$ cat config.mk
export PLATFORM = sky130hd
export DESIGN_NAME = mem_arbiter
export DESIGN_NICKNAME = d
export VERILOG_FILES = /design/src/rtl/mem_pkg.sv /design/src/rtl/rr_arb2.sv /design/src/rtl/mem_arbiter.sv
export SDC_FILE = /design/constraint.sdc
export NUM_CORES = 1
export LEC_CHECK = 0
export CAP_MARGIN = 20
export CORE_MARGIN = 8
export CORE_UTILIZATION = 35
export DETAILED_ROUTE_END_ITERATION = 7
export PLACE_DENSITY = 0.69
export RECOVER_POWER = 100
export SETUP_SLACK_MARGIN = 0.2
export SLEW_MARGIN = 20
export SYNTH_ARGS = -nofsm -noshare
export SYNTH_HDL_FRONTEND = slang
export SYNTH_HIERARCHICAL = 1
export SYNTH_SLANG_ARGS = --single-unit
export TNS_END_PERCENT = 5
$ cat constraint.sdc
create_clock -name CLK -period 1.9 [get_ports CLK]
set_input_delay 0.19 -clock CLK [delete_from_list [all_inputs] [get_ports CLK]]
set_output_delay 0.19 -clock CLK [all_outputs]
set_load 0.005 [all_outputs]
$ cat src/rtl/mem_pkg.sv
`default_nettype none
// +----------------------------------------------------------------------+
// | Module      : mem_pkg                                                |
// | Description : Shared defaults and FSM state encoding for the         |
// |               two-port memory arbiter.                               |
// | Revision    : 1.0  initial release                                   |
// +----------------------------------------------------------------------+
package mem_pkg;

    localparam int AW_DEF = 4;
    localparam int DW_DEF = 4;

    typedef enum logic [1:0] {
        S_IDLE   = 2'd0,
        S_ACCESS = 2'd1,
        S_WAIT   = 2'd2,
        S_DONE   = 2'd3
    } state_t;

endpackage
`default_nettype wire

$ cat src/rtl/rr_arb2.sv
`default_nettype none
// +----------------------------------------------------------------------+
// | Module      : rr_arb2                                                |
// | Description : Combinational two-way round-robin pick. On a tie the   |
// |               requester that was not served last wins.               |
// | Revision    : 1.0  initial release                                   |
// +----------------------------------------------------------------------+
module rr_arb2
    import mem_pkg::*;
(
    input  logic req0,
    input  logic req1,
    input  logic last,
    output logic win,
    output logic valid
);

    // Winner index: lone requester wins, a tie goes to the one != last
    always_comb begin
        valid = req0 | req1;
        win   = (req0 & req1) ? ~last : req1;
    end

endmodule
`default_nettype wire

$ cat src/rtl/mem_arbiter.sv
`default_nettype none
// +----------------------------------------------------------------------+
// | Module      : mem_arbiter                                            |
// | Description : Round-robin arbiter and access sequencer putting two   |
// |               REQ/DONE requesters onto one single-port memory.       |
// |               Every output is registered.                            |
// | Revision    : 1.0  initial release                                   |
// +----------------------------------------------------------------------+
module mem_arbiter
    import mem_pkg::*;
#(
    parameter int AW = AW_DEF,
    parameter int DW = DW_DEF
) (
    input  logic          CLK,
    input  logic          RST_N,
    input  logic          REQ0,
    input  logic          REQ1,
    input  logic          WE0,
    input  logic          WE1,
    input  logic [AW-1:0] A0,
    input  logic [AW-1:0] A1,
    input  logic [DW-1:0] D0,
    input  logic [DW-1:0] D1,
    output logic          GNT0,
    output logic          GNT1,
    output logic          DONE0,
    output logic          DONE1,
    output logic [DW-1:0] RDATA,
    output logic          M_WR,
    output logic          M_RD,
    output logic [AW-1:0] M_A,
    output logic [DW-1:0] M_D,
    input  logic [DW-1:0] M_Q
);

    state_t        state_q, state_d;
    logic [1:0]    gnt_q, gnt_d;
    logic [1:0]    done_q, done_d;
    logic          win_q, win_d;
    logic          we_q, we_d;
    logic          last_q, last_d;
    logic          m_wr_q, m_wr_d;
    logic          m_rd_q, m_rd_d;
    logic [AW-1:0] m_a_q, m_a_d;
    logic [DW-1:0] m_d_q, m_d_d;
    logic [DW-1:0] rdata_q, rdata_d;

    logic          arb_win;
    logic          arb_valid;

    rr_arb2 u_rr_arb2 (
        .req0  (REQ0),
        .req1  (REQ1),
        .last  (last_q),
        .win   (arb_win),
        .valid (arb_valid)
    );

    // Next-state and registered-output values; memory strobes default low
    always_comb begin
        state_d = state_q;
        gnt_d   = gnt_q;
        done_d  = 2'b00;
        win_d   = win_q;
        we_d    = we_q;
        last_d  = last_q;
        m_wr_d  = 1'b0;
        m_rd_d  = 1'b0;
        m_a_d   = m_a_q;
        m_d_d   = m_d_q;
        rdata_d = rdata_q;
        case (state_q)
            S_IDLE: begin
                if (arb_valid) begin
                    // Latch the winner's request straight into the memory-side registers
                    win_d   = arb_win;
                    we_d    = arb_win ? WE1 : WE0;
                    gnt_d   = arb_win ? 2'b10 : 2'b01;
                    m_a_d   = arb_win ? A1 : A0;
                    if (we_d) begin
                        m_d_d = arb_win ? D1 : D0;
                    end
                    m_wr_d  = we_d;
                    m_rd_d  = ~we_d;
                    state_d = S_ACCESS;
                end
            end
            S_ACCESS: begin
                // Memory performs the access at the edge closing this cycle
                state_d = S_WAIT;
            end
            S_WAIT: begin
                // Read data is on M_Q now; capture it so it lines up with DONE
                if (!we_q) begin
                    rdata_d = M_Q;
                end
                done_d  = win_q ? 2'b10 : 2'b01;
                state_d = S_DONE;
            end
            S_DONE: begin
                gnt_d   = 2'b00;
                last_d  = win_q;
                state_d = S_IDLE;
            end
            default: begin
                state_d = S_IDLE;
            end
        endcase
    end

    // State and output registers; reset abandons any access in flight
    always_ff @(posedge CLK or negedge RST_N) begin
        if (!RST_N) begin
            state_q <= S_IDLE;
            gnt_q   <= 2'b00;
            done_q  <= 2'b00;
            win_q   <= 1'b0;
            we_q    <= 1'b0;
            last_q  <= 1'b1;
            m_wr_q  <= 1'b0;
            m_rd_q  <= 1'b0;
            m_a_q   <= '0;
            m_d_q   <= '0;
            rdata_q <= '0;
        end else begin
            state_q <= state_d;
            gnt_q   <= gnt_d;
            done_q  <= done_d;
            win_q   <= win_d;
            we_q    <= we_d;
            last_q  <= last_d;
            m_wr_q  <= m_wr_d;
            m_rd_q  <= m_rd_d;
            m_a_q   <= m_a_d;
            m_d_q   <= m_d_d;
            rdata_q <= rdata_d;
        end
    end

    assign GNT0  = gnt_q[0];
    assign GNT1  = gnt_q[1];
    assign DONE0 = done_q[0];
    assign DONE1 = done_q[1];
    assign RDATA = rdata_q;
    assign M_WR  = m_wr_q;
    assign M_RD  = m_rd_q;
    assign M_A   = m_a_q;
    assign M_D   = m_d_q;

endmodule
`default_nettype wire

; ---- Yosys cells after proc, flatten, opt, wreduce, memory -nomap -nowiden
; Cells that the tools add are included.
[totals]
output_inout_bits = 18
register_bits = 23
[classes]
n_mux = 15
n_bitwise = 5
reduce_logical = 6
eq_ne = 4
[ops]
columns = operator, n
row1 = $mux W2, 5
row2 = $mux W4, 2
row3 = $pmux W2 S4, 1
row4 = $mux W1, 6
row5 = $reduce_and A2 Y1, 3
row6 = $eq A2 B2 Y1 const B, 2
row7 = $pmux W2 S2, 1
row8 = $not A1 Y1, 3
row9 = $reduce_and A3 Y1, 1
row10 = $eq A2 B1 Y1 const B, 1
row11 = $logic_not A2 Y1, 1
row12 = $ne A2 B2 Y1 const B, 1
row13 = $reduce_bool A2 Y1, 1
row14 = $and A1 B1 Y1, 1
row15 = $or A1 B1 Y1, 1

; ---- Depth between registers and ports, before layout
; Gate-level depths: netlist of the first run.
[logic_depth]
ltp_word = 6
mapped_depth = 6
ltp_nobuf = 5

; ---- Cells and area by module
; Netlist of the first run, hierarchy kept.
[modules_own_cells]
columns = mod, area_each_um2, instances, seq_area_each_um2, cells_each
row1 = mem_arbiter, 1037.2, 1, 576.8, 79
row2 = rr_arb2, 13.8, 1, 0.0, 2

; ---- Worst setup path after synthesis of the first run
; No wires, ideal clock.
[synth_path]
path_type = flip-flop to flip-flop
start = register last_q
end = register m_d_q[0], in the netlist M_D[0]
slack_ps = 372
arrival_ps = 1403
stages_incl_launch_ff = 5
period_less_slack_ps = 1528
setup_ps = 125
cell_sequence = dfstp_2 a21boi_1 buf_6 mux2_2 mux2_2
[synth_via]
elab_chain_cells = 4
elab_cells_between_ends = 5
[synth_rtl]
columns = element, line
row1 = "start, declared", mem_arbiter.sv:42  ; logic last_q, last_d;
row2 = "start signal, assigned", mem_arbiter.sv:132  ; last_q <= last_d;
row3 = $not A1 Y1 *, rr_arb2.sv:21  ; win = (req0 & req1) ? ~last : req1;
row4 = $mux W1 *, rr_arb2.sv:21
row5 = via arb_win, mem_arbiter.sv:49  ; logic arb_win;
row6 = $mux W1, mem_arbiter.sv:78  ; we_d = arb_win ? WE1 : WE0;
row7 = $reduce_and A3 Y1 (no source line), --
row8 = "end signal, assigned", mem_arbiter.sv:136  ; m_d_q <= m_d_d;
row9 = "end, declared", mem_arbiter.sv:46  ; logic [DW-1:0] m_d_q, m_d_d;
; The timed path passes the listed nets; every way through them passes the cells marked *.
; A chain may end at the register's enable or synchronous reset.

; ---- Final worst setup path of the first run
[layout_path]
start = register last_q
end = register m_d_q[3], in the netlist M_D[3]
; Same word-level chain as after synthesis.

==> impl_metrics.tcl, run 1 <==
set metrics [dict create \
    status "complete, no violations" \
    grt_antenna_before_repair 0 \
    dpl_cell_area_sq_um 1540 \
    io_pins 44 \
    cts_sinks 23 \
    power.total_mw 1.98 \
    fin_util_pct 52.8 \
    cts_resized 0 \
    grt_usage_pct 10.0 \
    ys_ff_latch 23 \
    grt_max_degree 24 \
    synthesis.nets 112 \
    critPathSlowestCell "dfstp_1" \
    detail-route-antenna-nets 0 \
    cts_tree "built" \
    via_per_inst 4.89 \
    drt_iter0_markers 13 \
    vias 802 \
    root_buffer "clkbuf_4" \
    layout-drive-gt1-share_pct 17.6 \
    synth_area_leader_cell "dfrtp_1" \
    critPathTopFamily "flip-flops" \
    cts_setup_buffers 0 \
    nets 163 \
    synth.area.top_cells "dfrtp_1 52%, mux2_2 16%, ha_1 6.0%" \
    synth.distinct_cells 23 \
    cts_made_buffers 3 \
    cellPowerDensity_nw_per_um2 1270 \
    dr.max_layer_used "met4" \
    ff2ff_path_depth 5 \
    hold_depth 1 \
    num_rows 20 \
    ir_worst_vdd_mv 0.538 \
    grt_first_pass_wirelength_mm 4.14 \
    htreeDepth 1 \
    start_kind "flip-flop" \
    endpoint_kind "flip-flop" \
    grt_pass1_vias 875 \
    route.met3.wl_microns 249 \
    yosysWarnings 6 \
    min-delay-start "win_q" \
    die_x_microns 70.8 \
    clock_path_buffers 2 \
    dp_worst_setup_slack_ps 70.9 \
    period_minus_slack_ps 1620 \
    met2_wirelength_mm 1.13 \
    final_hold_viol_count 0 \
    yosysSeqAreaShare_pct 54.9 \
    slowest_delay_ps 550 \
    setup_viol 0 \
    worstSetupPathType "reg2reg" \
    core_sq_um 2950 \
    rsz0062_at_grt "false" \
    final_area_sq_um 1560 \
    place_congestion 0.674 \
    syn_area_sq_um 1050 \
    synth.avg_cell_area_sq_um 13.0 \
    clock_latency_ps 310 \
    critPathArrivalTime_ps 1830 \
    synth_cells 81 \
    clock_skew_ps 9.56 \
    crit_fanout 9 \
    dp_hpwl_mm 1.93 \
    slew_headroom_pct 20.2 \
    postLayoutSetupSlackWorst_ps 277 \
    antenna_cells 0 \
    reg2reg_to "M_D[3]" \
    die-area_sq_um 5010 \
    area_growth_pct 48.5 \
    drt_pre_antenna_iters 4 \
    fin_tns_setup_ps 0 \
    synth_top_cell_area_share_pct 52.4 \
    worstPathRequired_ps 2100 \
    hold_path_end "done_q[0]" \
    slew_violations 0 \
    max_freq_ghz 0.616 \
    start_util_pct 35.6 \
    wl_met1_microns 931 \
    r2r_setup_slack_ps 280 \
    portBuffers 43 \
    die_y_microns 70.8 \
    path_clk_slew_ps 130 \
    reg2reg_from "last_q" \
    cp_num_buf_inv 1 \
    wl_per_cell_microns 14.2 \
    ctsHoldBuffers 0 \
    cp_cell_sequence "a21boi_1 > buf_4 > mux2i_1 > nor2_4 > mux2_2" \
    worst_slew_pin_slew_ps 1200 \
    hp-class "reg2reg" \
    drc 0 \
    grt-ovfl-total 0 \
    cap_violations 0 \
    fin_crit_sh_pct 85.4 \
    drt-total-wl_mm 2.32 \
    p_leak_nw 0.687 \
]
## synthesized netlist by cell type, drive strengths merged
cell,instances
and3,1
a31oi,1
or2,1
dfstp,1
mux2,15
nand2,3
and2b,1
o22ai,1
buf,2
dfrtp,22
inv,2
a21oi,6
ha,5
mux2i,6
and2,2
nor3,1
o31ai,1
a21boi,1
nor2,6
nor2b,3
## where the power goes
part / switching, mW / leakage (nW) / internal [mW]
logic: 0.358 / 0.394 / 0.559
clock network: 0.148 / 0.0177 / 0.0786
registers: 0.117 / 0.275 / 0.721
total: 0.623 / 0.687 / 1.36
## how the worst max path moves through the flow
stage	start	to	depth (start not counted)
6_report	last_q	M_D[3]	5
5_1_grt	state_q[0]	M_D[3]	5
4_1_cts	last_q	M_D[3]	5
3_5_place_dp	REQ1	M_D[3]	6
3_3_place_gp	REQ1	M_D[0]	6
2_1_floorplan	last_q	M_D[0]	4
## state kept, by name (all words and copies together), names as in the netlist, 2 cells and up
register and count:
M_A 4, M_D 4, RDATA 4, done_q 2
gnt_q 2, state_q 2
## cell families (layout without fill, tap and decap cells)
kind of cell	count (synthesis)	after routing	share of synthesized area [%]
buffers and inverters	4	54	2.26
adder cells (fa/ha/maj)	5	5	5.95
multiplexers	21	21	22.1
AND/OR/NAND/NOR	18	18	9.29
AO/OA/AOI/OAI	10	10	5.48
flip-flops	23	23	54.9
## metal layers
metal  up-vias  GRT usage [%]
met1       386           10.8
met4         0           3.46
met2        31           17.0
li1        383              -
met5         -              0
met3         2           4.52
## area by class of cell
cell class,instances,area [sq um]
tap,33,41.3
sequential,23,577
timing repair buffer,48,460
multi-input combinational,54,447
clock buffer,3,22.5
fill,291,1390
clock inverter,1,5.00
inverter,2,7.51
## cell usage in the layout (no fill, tap or decap), drive strengths merged, types with 2 or more instances in the layout
| cell type | synthesis | final |
|---|---|---|
| nor2b | 3 | 3 |
| ha | 5 | 5 |
| buf | 2 | 2 |
| and2 | 2 | 2 |
| nand2 | 3 | 3 |
| inv | 2 | 2 |
| clkbuf | 0 | 6 |
| dfrtp | 22 | 22 |
| nor2 | 6 | 6 |
| mux2 | 15 | 15 |
| a21oi | 6 | 6 |
| dlygate4sd3 | 0 | 19 |
| clkdlybuf4s50 | 0 | 24 |
| mux2i | 6 | 6 |
## stage by stage
stage	instances	hold WS, ps
global placement	160	449
CTS	164	224
finish	164	472
floorplan	81	-106
global route	164	469
detailed placement	160	467
(Power assumes the default switching activity.)
==> inputs of run 2 (changes only) <==
Settings changed: CELL_PAD_IN_SITES_DETAIL_PLACEMENT set to 1, CELL_PAD_IN_SITES_GLOBAL_PLACEMENT set to 1, CORE_UTILIZATION 35 to 32, PLACE_DENSITY 0.69 to 0.79.
==> run 2 against run 1 <==
- maximum frequency down 5.2%
- highest routed layer unchanged
- flip-flop and latch count did not move
- non-clock buffer count stayed put
- core utilization down 4.2 points
- combinational power is 2.6% higher
- die area is 7.2% higher
- setup slack worse by 89 ps
==> impl_metrics.tcl, run 2 (synthesized netlist as in run 1, its figures left out) <==
set metrics [dict create \
    final_hold_viol_count 0 \
    dp_hpwl_mm 2.19 \
    place_congestion 0.673 \
    grt_usage_pct 10.3 \
    grt_pass1_vias 859 \
    num_rows 21 \
    worst_slew_pin_slew_ps 1190 \
    die_x_microns 73.3 \
    clock_path_buffers 2 \
    io_pins 44 \
    detail-route-antenna-nets 0 \
    period_minus_slack_ps 1710 \
    grt_antenna_before_repair 0 \
    worstSetupPathType "reg2reg" \
    path_clk_slew_ps 130 \
    fin_tns_setup_ps 0 \
    slew_headroom_pct 20.7 \
    intPower_mw 1.36 \
    area_growth_pct 49.5 \
    dpl_cell_area_sq_um 1560 \
    comb_power_share_pct 46.9 \
    layout-drive-gt1-share_pct 17.6 \
    cts_made_buffers 3 \
    fin_crit_sh_pct 90.1 \
    critPathArrivalTime_ps 1910 \
    via_per_inst 4.46 \
    final_area_sq_um 1570 \
    ff2ff_path_depth 5 \
    slew_violations 0 \
    worstPathRequired_ps 2100 \
    vias 789 \
    grt-ovfl-total 0 \
    cts_tree "built" \
    drc 0 \
    cap_violations 0 \
    rsz0062_at_grt "false" \
    setup_viol 0 \
    cts_setup_buffers 0 \
    swShare_pct 32.2 \
    endpoint_kind "flip-flop" \
    start_kind "flip-flop" \
    clock_latency_ps 300 \
    nets 163 \
    root_buffer "clkbuf_4" \
    start_util_pct 32.5 \
    clock_skew_ps 7.03 \
    grt_first_pass_wirelength_mm 4.22 \
    die_y_microns 73.3 \
    die-area_sq_um 5370 \
    cellPowerDensity_nw_per_um2 1280 \
    hp-class "reg2reg" \
    wl_per_cell_microns 15.1 \
    status "complete, no violations" \
    htreeDepth 1 \
    layout_commonest_cell "clkdlybuf4s50_1" \
    crit_fanout 6 \
    drt_iter0_markers 17 \
    cts_sinks 23 \
    portBuffers 43 \
    antenna_cells 0 \
    pwr-share-seq_pct 42.2 \
    netSwitchingPower_mw 0.647 \
    power_frac_clock_pct 10.9 \
    max_freq_ghz 0.584 \
    drt-total-wl_mm 2.67 \
    hold_depth 1 \
    most-common-layout-cells "24 x clkdlybuf4s50_1, 22 x dfrtp_1, 19 x dlygate4sd3_1" \
    ir_worst_vdd_mv 0.522 \
    drt_pre_antenna_iters 4 \
    core_sq_um 3230 \
    p_leak_nw 0.688 \
    grt_max_degree 24 \
]
==> run 2: routing by layer <==
layer	part of all wire (%)	routed length, microns	vias up	track usage (%)
li1	-	-	380	-
met1	39	1050	388	11.1
met2	53	1410	19	17.4
met3	6.5	173	2	3.00
met4	1.4	38	0	5.99
met5	0	0	-	0
==> run 2: worst paths after layout <==
check                             from        end  slack [ps]
worst max-delay path            last_q     M_D[0]         190
worst min-delay path             win_q  done_q[0]         490
worst max register to register  last_q     M_D[0]         190
worst min register to register   win_q  done_q[0]         490
max in group asynchronous        RST_N     M_D[0]         570
min in group asynchronous        RST_N   RDATA[2]         630
==> run 2: worst max-delay path, stage by stage (launching register included) <==
cell	delay, ps
dfstp_2	570
a21boi_1	90
buf_4	170
mux2i_1	150
nor2_2	260
mux2_2	370
==> run 2: per-stage QoR <==
step                      cells  util (%)  worst slack, ps  hold WS, ps  total power, mW
after floorplan              81         -              372         -106             1.35
final                       177      48.6              188          487             2.01
after CTS                   177      49.1              252          216             2.15
after global placement      173      48.3              106          451             1.85
after global routing        177      48.6              110          470             2.18
after detailed placement    173      48.3             69.9          474             1.92
==> run 2: power groups by stage <==
stage / combinational, mW / sequential (mW) / clock [mW]
3_3_place_gp: 1.00 / 0.852 / 0
3_5_place_dp: 1.05 / 0.872 / 0
2_1_floorplan: 0.487 / 0.861 / 0
6_report: 0.941 / 0.846 / 0.219
5_1_grt: 1.05 / 0.876 / 0.255
4_1_cts: 1.06 / 0.857 / 0.233
==> run 2: repair_timing <==
item | in CTS | in global routing
gates resized for setup | 0 | 1
endpoints found under the setup margin | 0 | 4
hold buffers | 0 | 0
==> run 2: layout make-up <==
class / count / area [sq um]
timing repair buffer: 48 / 460
fill: 360 / 1660
tap: 46 / 57.6
sequential: 23 / 577
clock buffer: 3 / 22.5
clock inverter: 1 / 5.00
multi-input combinational: 54 / 442
inverter: 2 / 7.51
==> inputs of run 3 (changes only) <==
Settings changed: CORE_MARGIN 8 to not set.
==> run 3 against run 2 <==
- clock-buffer cell count rose by 1
- critical path type unchanged
- cell count fell by 0.56%
- maximum frequency rose by 1.3%
- total power fell by 0.53%
- final area barely moved
- hold slack got worse by 260 ps
- largest power group unchanged
- routed wire length fell by 11%
- setup slack improved by 23 ps
- critical endpoint is now M_D[2]
- sequential power barely moved
- flip-flop and latch count did not move
==> impl_metrics.tcl, run 3 (synthesized netlist as in run 1, its figures left out) <==
set metrics [dict create \
    drt_iter0_markers 2 \
    rsz0062_at_grt "false" \
    core_sq_um 3080 \
    slowest_delay_ps 580 \
    grt-ovfl-total 0 \
    cts_sinks 23 \
    endpoint "M_D[2]" \
    crit_fanout 6 \
    clock_latency_ps 290 \
    worstSetupPathType "reg2reg" \
    period_minus_slack_ps 1690 \
    path_depth 5 \
    cellPowerDensity_nw_per_um2 1270 \
    cts_resized 0 \
    fin_crit_sh_pct 88.9 \
    root_buffer "clkbuf_4" \
    place_congestion 0.681 \
    fin_tns_setup_ps 0 \
    r2r_setup_slack_ps 210 \
    dpl_cell_area_sq_um 1570 \
    path_clk_slew_ps 110 \
    cts_made_buffers 3 \
    slew_headroom_pct 64.6 \
    fill_cells 342 \
    fin_util_pct 51.1 \
    start_util_pct 34.1 \
    hp-class "in2async" \
    wl_per_cell_microns 13.5 \
    cts_tree "built" \
    num_rows 20 \
    critPathArrivalTime_ps 1880 \
    cp-startpoint "last_q" \
    instances_no_fill 176 \
    reg2reg_to "M_D[2]" \
    worst_slew_pin_slew_ps 531 \
    via_per_inst 4.60 \
    ctsHoldBuffers 0 \
    grt_antenna_before_repair 0 \
    p_leak_nw 0.681 \
    drt_pre_antenna_iters 4 \
    setup_viol 0 \
    io_pins 44 \
    vias 809 \
    grt_max_degree 13 \
    final_area_sq_um 1570 \
    grt_usage_pct 15.3 \
    ff_latch_area_sq_um 577 \
    grt_first_pass_wirelength_mm 3.96 \
    cp_num_buf_inv 1 \
    layout_commonest_cell "clkdlybuf4s50_1" \
    cp_cell_sequence "a21boi_0 > buf_4 > mux2i_1 > nor2_4 > mux2_2" \
    clock_skew_ps 1.61 \
    clock_path_buffers 2 \
    reg2reg_from "last_q" \
    slew_violations 0 \
    htreeDepth 1 \
    nets 164 \
    critPathSlowestCell "dfstp_1" \
    start_kind "flip-flop" \
    dp_hpwl_mm 2.03 \
    ir_worst_vdd_mv 0.462 \
    fin_hold_ws_ps 224 \
    multi_input_area_sq_um 447 \
    area_growth_pct 49.6 \
    drt-total-wl_mm 2.37 \
    worstPathRequired_ps 2090 \
    ff2ff_path_depth 5 \
    cts_setup_buffers 0 \
    antenna_cells 0 \
    die_x_microns 59.3 \
    most-common-layout-cells "24 x clkdlybuf4s50_1, 22 x dfrtp_1, 19 x dlygate4sd3_1" \
    endpoint_kind "flip-flop" \
    final_hold_viol_count 0 \
    drc 0 \
    die_y_microns 59.3 \
    max_freq_ghz 0.592 \
    grt_pass1_vias 905 \
    portBuffers 43 \
    die-area_sq_um 3520 \
    cap_violations 0 \
    status "complete, no violations" \
    placed_cells 172 \
    critPathTopFamily "flip-flops" \
    layout-drive-gt1-share_pct 15.9 \
    detail-route-antenna-nets 0 \
]
-- run 3: changes by cell type in the layout (fill, tap and decap cells not counted), sizes merged --
cell / change
buf: -1
clkbuf: +3
clkinv: -1
-- run 3: power by group --
group | switching, mW | total [mW] | internal [mW]
clock | 0.131 | 0.212 | 0.0817
combinational | 0.377 | 0.934 | 0.557
sequential | 0.127 | 0.849 | 0.722
total | 0.634 | 1.99 | 1.36
-- run 3: cell type report --
class,instances,share of cell area (%)
Sequential cell,23,36.7
Timing Repair Buffer,49,29.3
Multi-Input combinational cell,54,28.4
Tap cell,44,3.50
Clock buffer,4,1.67
Inverter,2,0.477
-- run 3: layer usage --
metal,track usage [%],vias to the layer above,routed length [microns],share of wire (%)
met1,18.0,387,983,42
met5,0,-,0,0
met3,3.06,2,164,6.9
li1,-,383,-,-
met4,4.08,0,15,0.63
met2,28.3,37,1210,51
-- run 3: how the worst min path moves through the flow --
stage	startpoint	endpoint	cells past startpoint
final	RST_N	gnt_q[0]	1
after CTS	RST_N	gnt_q[0]	1
after detailed placement	win_q	done_q[0]	1
after floorplan	RST_N	M_A[0]	0
after global placement	win_q	done_q[0]	1
after global routing	RST_N	done_q[0]	1
-- run 3: stage by stage --
step	setup slack, ps	power [mW]
4_1_cts	269	2.14
5_1_grt	151	2.16
2_1_floorplan	372	1.35
3_5_place_dp	83.9	1.91
6_report	210	1.99
3_3_place_gp	149	1.85
